<file path="src/rtl/fifo_uart_tx.sv">
// fifo_uart_tx: pulls bytes from an upstream FIFO and sends them as 8N1 UART frames.
// The frame is start, 8 data bits LSB first, then stop.
// Optional feature: define FIFO_UART_TX_PARITY_EN to insert an even-parity bit before stop.
// All outputs are registered and decoded from the next state, so they line up with the state register.
module fifo_uart_tx #(
  parameter int CLKS_PER_BIT = 868
) (
  input  logic       clk,
  input  logic       reset,
  input  logic [7:0] fifo_data,
  input  logic       fifo_empty,
  output logic       fifo_rd,
  output logic       TxD,
  output logic       busy,
  output logic       tx_done
);

  localparam int CW = $clog2(CLKS_PER_BIT);
  localparam logic [CW-1:0] CNT_MAX = CW'(CLKS_PER_BIT - 1);

  typedef enum logic [2:0] {
    IDLE,
    READ,
    FETCH,
    START,
    DATA,
`ifdef FIFO_UART_TX_PARITY_EN
    PARITY,
`endif
    STOP
  } state_t;

  state_t        state_q, state_d;
  logic [CW-1:0] cnt_q, cnt_d;
  logic [2:0]    bit_q, bit_d;
  logic [7:0]    shift_q, shift_d;
  logic          txd_q, txd_d;
  logic          fifo_rd_q, fifo_rd_d;
  logic          busy_q, busy_d;
  logic          tx_done_q, tx_done_d;
  logic          bit_end;

  // Next-state, counter and output decode; the byte is held unshifted and indexed by bit_q.
  always_comb begin
    state_d   = state_q;
    cnt_d     = cnt_q;
    bit_d     = bit_q;
    shift_d   = shift_q;
    bit_end   = (cnt_q == CNT_MAX);

    case (state_q)
      IDLE: begin
        cnt_d = '0;
        bit_d = '0;
        if (!fifo_empty) state_d = READ;
      end
      READ: begin
        state_d = FETCH;
      end
      FETCH: begin
        shift_d = fifo_data;
        cnt_d   = '0;
        state_d = START;
      end
      START: begin
        if (bit_end) begin
          cnt_d   = '0;
          bit_d   = '0;
          state_d = DATA;
        end else begin
          cnt_d = cnt_q + CW'(1);
        end
      end
      DATA: begin
        if (bit_end) begin
          cnt_d = '0;
          if (bit_q == 3'd7) begin
`ifdef FIFO_UART_TX_PARITY_EN
            state_d = PARITY;
`else
            state_d = STOP;
`endif
          end else begin
            bit_d = bit_q + 3'd1;
          end
        end else begin
          cnt_d = cnt_q + CW'(1);
        end
      end
`ifdef FIFO_UART_TX_PARITY_EN
      PARITY: begin
        if (bit_end) begin
          cnt_d   = '0;
          state_d = STOP;
        end else begin
          cnt_d = cnt_q + CW'(1);
        end
      end
`endif
      STOP: begin
        if (bit_end) begin
          cnt_d   = '0;
          state_d = IDLE;
        end else begin
          cnt_d = cnt_q + CW'(1);
        end
      end
      default: begin
        cnt_d   = '0;
        bit_d   = '0;
        state_d = IDLE;
      end
    endcase

    fifo_rd_d = (state_d == READ);
    busy_d    = (state_d != IDLE);
    tx_done_d = (state_d == STOP) && (cnt_d == CNT_MAX);

    case (state_d)
      START:   txd_d = 1'b0;
      DATA:    txd_d = shift_d[bit_d];
`ifdef FIFO_UART_TX_PARITY_EN
      PARITY:  txd_d = ^shift_d;
`endif
      default: txd_d = 1'b1;
    endcase
  end

  // State and registered outputs; reset aborts any frame and drops the held byte.
  always_ff @(posedge clk) begin
    if (reset) begin
      state_q   <= IDLE;
      cnt_q     <= '0;
      bit_q     <= '0;
      shift_q   <= '0;
      txd_q     <= 1'b1;
      fifo_rd_q <= 1'b0;
      busy_q    <= 1'b0;
      tx_done_q <= 1'b0;
    end else begin
      state_q   <= state_d;
      cnt_q     <= cnt_d;
      bit_q     <= bit_d;
      shift_q   <= shift_d;
      txd_q     <= txd_d;
      fifo_rd_q <= fifo_rd_d;
      busy_q    <= busy_d;
      tx_done_q <= tx_done_d;
    end
  end

  assign TxD     = txd_q;
  assign fifo_rd = fifo_rd_q;
  assign busy    = busy_q;
  assign tx_done = tx_done_q;

endmodule

</file>
<file path="config.mk">
export PLATFORM = sky130hd
export DESIGN_NAME = fifo_uart_tx
export DESIGN_NICKNAME = d
export VERILOG_FILES = /design/src/rtl/fifo_uart_tx.sv
export SDC_FILE = /design/constraint.sdc
export NUM_CORES = 1
export LEC_CHECK = 0
export BUFFER_PORTS_ARGS = -buffer_cell sky130_fd_sc_hd__buf_2
export CAP_MARGIN = 40
export CORE_ASPECT_RATIO = 1.1
export CORE_MARGIN = 2
export CORE_UTILIZATION = 40
export CTS_CLUSTER_DIAMETER = 50
export CTS_CLUSTER_SIZE = 25
export DETAILED_ROUTE_END_ITERATION = 6
export HOLD_SLACK_MARGIN = 0.03
export PLACE_DENSITY = 0.65
export RECOVER_POWER = 25
export SKIP_LAST_GASP = 1
export SYNTH_ARGS = -nofsm -noshare
export SYNTH_HDL_FRONTEND = slang
export SYNTH_SLANG_ARGS = --single-unit
</file>
<file path="constraint.sdc">
create_clock -name clk -period 4.2 [get_ports clk]
set_input_delay 1.26 -clock clk [delete_from_list [all_inputs] [get_ports clk]]
set_output_delay 1.26 -clock clk [all_outputs]
set_load 0.05 [all_outputs]
</file>
### After elaboration in Yosys (flattened, before gate mapping)

Index checks and enable logic that the tools add are counted.

| storage, ports and cells | value |
|---|---|
| bits in registers | 28 |

| cells by class | value |
|---|---|
| eq/ne operators | 12 |
| reduce and logical (&&, ||, !) cells | 5 |
| $lt $le $gt $ge | 1 |
| add/subtract/negate cells | 2 |
| multiplexer cells | 16 |

Operator list:

| cell | number |
|---|---|
| two-way mux 3 bit | 8 |
| == test 10 bit, second input constant | 2 |
| one-hot mux 10 bit (2 select lines) | 1 |
| one-hot mux 3 bit (6 select lines) | 1 |
| == test 3 bit, second input constant | 5 |
| adder 10 x 1 -> 10 bit, second input constant | 1 |
| two-way mux 10 bit | 1 |
| == test 3 x 2 -> 1 bit, second input constant | 3 |
| one-hot mux 3 bit (3 select lines) | 1 |
| two-way mux 8 bit | 1 |
| == test 3 x 1 -> 1 bit, second input constant | 2 |
| OR reduction 3 bit | 2 |
| less-than comparator 3 x 4 -> 1 bit, second input constant | 1 |
| adder 3 x 1 -> 3 bit, second input constant | 1 |
| binary-select mux 1 bit (select 3 bit) | 1 |
| zero test 3 bit | 1 |
| nonzero test 3 bit | 1 |
| one-hot mux 1 bit (2 select lines) | 1 |
| logical AND 1 bit | 1 |
| two-way mux 1 bit | 1 |

### Depth between registers and ports, before layout

| depth | value |
|---|---|
| depth after elaboration | 7 |
| gate-level depth with buffers | 9 |
| mapped depth without buffers | 8 |

### Worst setup path before layout

Ideal clock, no wire load.

| timing path | value |
|---|---|
| path type | register to register |
| start | reg cnt_q[0] |
| end | reg txd_q, in the netlist TxD |
| cell stages (with the launch flop) | 9 |
| path slack | 1,557 ps |
| data required time | 4,126 ps |
| period minus slack after synthesis | 2,643 ps |
| arrival | 2,569 ps |
| setup time | 74 ps |
| cells stage by stage | dfxtp_1 > ha_1 > nand2b_2 > or4_4 > a211o_1 > and3_1 > or4_1 > a21bo_1 > a31oi_1 |

| on the way | value |
|---|---|
| longest elaborated chain between the ends | 6 |
| elaborated cells on any way between the ends | 13 |
| those cells by class | eq/ne (3); mux (10) |

Ends and longest elaborated chain:

| item | line | text |
|---|---|---|
| from (decl) | 34 | `logic [CW-1:0] cnt_q, cnt_d;` |
| from (signal assigned) | 142 | `cnt_q <= cnt_d;` |
| == test 10 bit * | 49 | `bit_end = (cnt_q == CNT_MAX);` |
| two-way mux 3 bit, on equally long branches | 75, 66 |  |
| one-hot mux 3 bit (3 select lines) | 51 | `case (state_q)` |
| binary-select mux 1 bit (select 3 bit) | 121 | `DATA: txd_d = shift_d[bit_d];` |
| two-way mux 1 bit (implied by the code) | 121 |  |
| one-hot mux 1 bit (2 select lines) * | 119 | `case (state_d)` |
| to (signal assigned) | 145 | `txd_q <= txd_d;` |
| to (decl) | 37 | `logic txd_q, txd_d;` |

Every way passes the cells marked *; elsewhere a longest branch is shown, timed or not. The select of a mux whose other input is x is not followed.
A chain may end at the register's enable or synchronous reset.

### Final worst setup path

Same ends and word-level chain as after synthesis.

==> results.txt <==
----------------------------------------------------
[Yosys]
  Post-synth top area cell ... sky130_fd_sc_hd__dfxtp_1
  Syn Inst Count ... 194
  Most used standard cells in the synthesized netlist ... sky130_fd_sc_hd__dfxtp_1, sky130_fd_sc_hd__nor2_1, sky130_fd_sc_hd__nand2_1, sky130_fd_sc_hd__a21oi_1, sky130_fd_sc_hd__o21ai_0
  Post-synthesis instance area ... 1580 sq um
  Yosys warning count ... 0
  Number of enable flip-flop cells after synthesis ... 0
  Synth top area share ... 0.3547
  Post-synthesis sequential area ratio ... 0.3547
  Async set-reset flop share out of synthesis ... 0
  Most used standard cell by instance count after synthesis ... sky130_fd_sc_hd__dfxtp_1
  Post-synth top flop ... sky130_fd_sc_hd__dfxtp_1
  Number of unique standard cell types used by synthesis ... between 50 and 60
  FF+latch count, synth ... 28
  Dominant cells by area after synthesis ... sky130_fd_sc_hd__dfxtp_1, sky130_fd_sc_hd__nor2_1, sky130_fd_sc_hd__mux2i_1
  Average size of a mapped cell ... a little over 8 sq um
  Number of nets produced by synthesis ... 207

[Global route]
  Largest net degree at the start of global routing ... 28
  Antenna violations before repair ... 0
  Wire length of the first global-routing pass ... 6292 um
  GR Overflow Total ... 0
  Via count of the first global-routing pass ... 1349
  Aggregate global-route resource usage ... 0.1727

[Routing]
  Initial DRC Count ... 69
  DRC violations left ... 0
  Final wirelength ... 3558 um
  Met1 wire length ... around 1800 um
  Metal3 WL ... between 100 and 150 um
  Average via count per standard cell ... 5.669
  First-pass iteration count of the detailed router ... 4
  Highest metal layer used by the detailed router ... met4
  Vias after detailed routing ... 1440
  Detailed-routed wire length on met2 ... 1573 um
  Average detailed-routed wire length per instance ... 14.01 um
  Antenna Violating Nets Remaining ... 0

[Status]
  Outcome ... finished clean

[Timing]
  Max transition margin ... 0.1874
  Final Hold Vio Count ... 0
  Upper clock frequency limit ... 341.1 MHz
  Unrepaired setup endpoints after global routing ... no
  Slew at the pin closest to its max-slew limit ... 1.219 ns
  Fin worst setup slack ... 1.268 ns
  Min cycle time layout ... 2.932 ns
  Setup violations, final ... 0
  Period Utilization, post-route ... 0.6981
  Maximum clock skew at final layout ... 0.004842 ns
  Max-slew violation count ... 0
  Hold_ws ... ~0.54 ns
  Final total negative setup slack ... 0 ns

[Power]
  Worst IR Drop VDD ... between 0.15 and 0.2 mV
  PD cells ... 299.4 nW/um^2
  LEAKAGE ... 0.6439 nW

[Clocking]
  Number of CTS-inserted buffers ... 3
  Root cell of the clock tree ... sky130_fd_sc_hd__clkbuf_8
  Latest clock arrival within the worst-skew pair ... 0.28 ns
  Quantity of gates resized following cts ... 0
  Htree depth ... 1
  Clock tree from TritonCTS ... built
  Clock sinks ... 28
  Setup bufs post-CTS ... 0
  Hold buffer count at CTS ... 0
  Maximum clock path buffer count ... 2
  Clock-pin slew on the worst setup and hold paths ... around 0.09 ns

[Hold path]
  Capture endpoint of the worst hold path ... shift_q[7]$_SDFF_PP0_
  Min-delay src ... shift_q[7]$_SDFF_PP0_
  Number of stages on the worst hold path ... 2
  Worst hold path type ... register to register

[Setup path]
  Critical path arrival ... 3.14 ns
  Top delay family on crit path ... compound AO/OA/AOI/OAI gates
  Worst flop-to-flop path startpoint ... cnt_q[0]$_SDFF_PP0_
  Cell type of the slowest stage on the worst timing path ... sky130_fd_sc_hd__nor3_1
  Slack of the worst reg-to-reg path ... 1.27 ns
  Buffers and inverters on the worst path ... 0
  Worst Path Class, Setup ... register to register
  Crit path launch type ... register
  Maximum cell stage delay along the critical path ... 0.79 ns
  Cell-by-cell trace of the critical path ... ha_1 > nand2b_2 > nor3_1 > a32oi_1 > a2111oi_0 > o21bai_1 > a31oi_1
  Capture instance of the worst register-to-register path ... TxD$_SDFF_PP1_
  Required time reported for the critical path endpoint ... approximately 4.4 ns
  Worst reg2reg path depth ... 7
  Critical Path Sink Type ... register
  Highest fanout seen on the critical path ... 8

[Run]
  Max-cap viol count ... 0

[Die]
  Chip height ... 69.92 um
  Die boundary width ... approximately 64 um
  Number of top-level pins ... 15
  Total core area ... 3712 sq um
  Initial core utilization ... 0.4257
  Floorplan row count ... 23
  Area enclosed by the die boundary ... ~4500 sq um

[Placed design]
  HPWL after detailed placement ... between 2000 and 3000 um
  Total placed cells including tap cells ... 250
  Number of buffers added on ports ... 14
  Worst slack at placement ... ~1.4 ns
  Final Wtd Congestion ... 0.8576
  Placed cell areas ... 1693 sq um

[Cells and area]
  Non-filler instance count after layout ... 254
  Antenna diode count ... 0
  Proportion of layout cells with a drive suffix above 1 ... 0.1422
  Final Instance Area ... around 1700 sq um
  Storage element area ... roughly 560 sq um
  Number of filler cells placed in the layout ... 378
  Area added between synthesis and finish ... 10.53%
  Footprint of the multi-input gates ... ~980 sq um
  Final-stage net count ... between 200 and 250

----------------------------------------------------
## power breakdown
| group | total [mW] | internal, mW | leakage [nW] | switching [mW] |
|---|---|---|---|---|
| Combinational | 0.0734 | 0.0297 | 0.388 | 0.0438 |
| Clock | 0.168 | 0.0840 | 0.0288 | 0.0838 |
| Sequential | 0.282 | 0.274 | 0.227 | 0.00777 |
| Total | 0.523 | 0.388 | 0.644 | 0.135 |
## how the worst max path moves through the flow
stage	from	endpoint	depth (start not counted)
floorplan	cnt_q[0]$_SDFF_PP0_	TxD$_SDFF_PP1_	8
global placement	cnt_q[0]$_SDFF_PP0_	TxD$_SDFF_PP1_	8
detailed placement	cnt_q[0]$_SDFF_PP0_	TxD$_SDFF_PP1_	8
CTS	cnt_q[0]$_SDFF_PP0_	TxD$_SDFF_PP1_	8
global route	cnt_q[0]$_SDFF_PP0_	TxD$_SDFF_PP1_	8
finish	cnt_q[0]$_SDFF_PP0_	TxD$_SDFF_PP1_	7
## worst reg2reg max path, cell delays in order (launching register included)
cell,delay [ns]
sky130_fd_sc_hd__dfxtp_1,0.40
sky130_fd_sc_hd__ha_1,0.28
sky130_fd_sc_hd__nand2b_2,0.13
sky130_fd_sc_hd__nor3_1,0.79
sky130_fd_sc_hd__a32oi_1,0.36
sky130_fd_sc_hd__a2111oi_0,0.57
sky130_fd_sc_hd__o21bai_1,0.15
sky130_fd_sc_hd__a31oi_1,0.18
## state kept, by name (all words and copies together) (netlist names)
name and count:
TxD 1, state_q 3, busy 1, shift_q 8, tx_done 1, cnt_q 10, fifo_rd 1, bit_q 3
## logic make-up (layout without fill, tap and decap cells)
kind of cell             Yosys count  after routing  synth area share
multiplexers                       9              9           0.05780
XOR/XNOR                           2              2           0.01109
AO/OA/AOI/OAI                     48             48            0.2043
buffers and inverters             12             22           0.03008
AND/OR/NAND/NOR                   93             93            0.3262
adder cells (fa/ha/maj)            2              2           0.01583
flip-flops                        28             28            0.3547
## cell usage in the layout, fill, tap and decap left out, drive strengths merged, types with 2 or more instances in the layout
cell	n
o31a	2
ha	2
a22oi	2
dfxtp	28
nand2b	2
mux2i	8
o21ai	12
nor2	24
nand3	6
a2111oi	4
a21oi	12
nor2b	8
and3	7
nor3b	5
nor4	2
clkbuf	5
buf	15
or3	2
a21o	3
a31oi	3
nand2	15
inv	2
nand4	2
nand3b	2
nor4b	2
nor3	10
or4	2
## through the flow
step / power, mW / utilization
4_1_cts: 0.5297 / 0.4708
3_3_place_gp: 0.3595 / 0.4540
5_1_grt: 0.5474 / 0.4705
6_report: 0.5229 / 0.4705
3_5_place_dp: 0.3600 / 0.4560
2_1_floorplan: 0.3407 / -
## per-layer routing
layer,vias up,track usage
met5,-,0
met1,659,0.2395
met3,7,0.03865
met4,0,0.06280
met2,32,0.2604
li1,742,-
## area by class of cell
type	instances	area share
clock buffers	4	0.03152
inverters	2	0.004298
multi-input cells	154	0.5595
flip-flops and latches	28	0.3209
well taps	50	0.03582
repair buffers	16	0.04799
(Power assumes the default switching activity.)
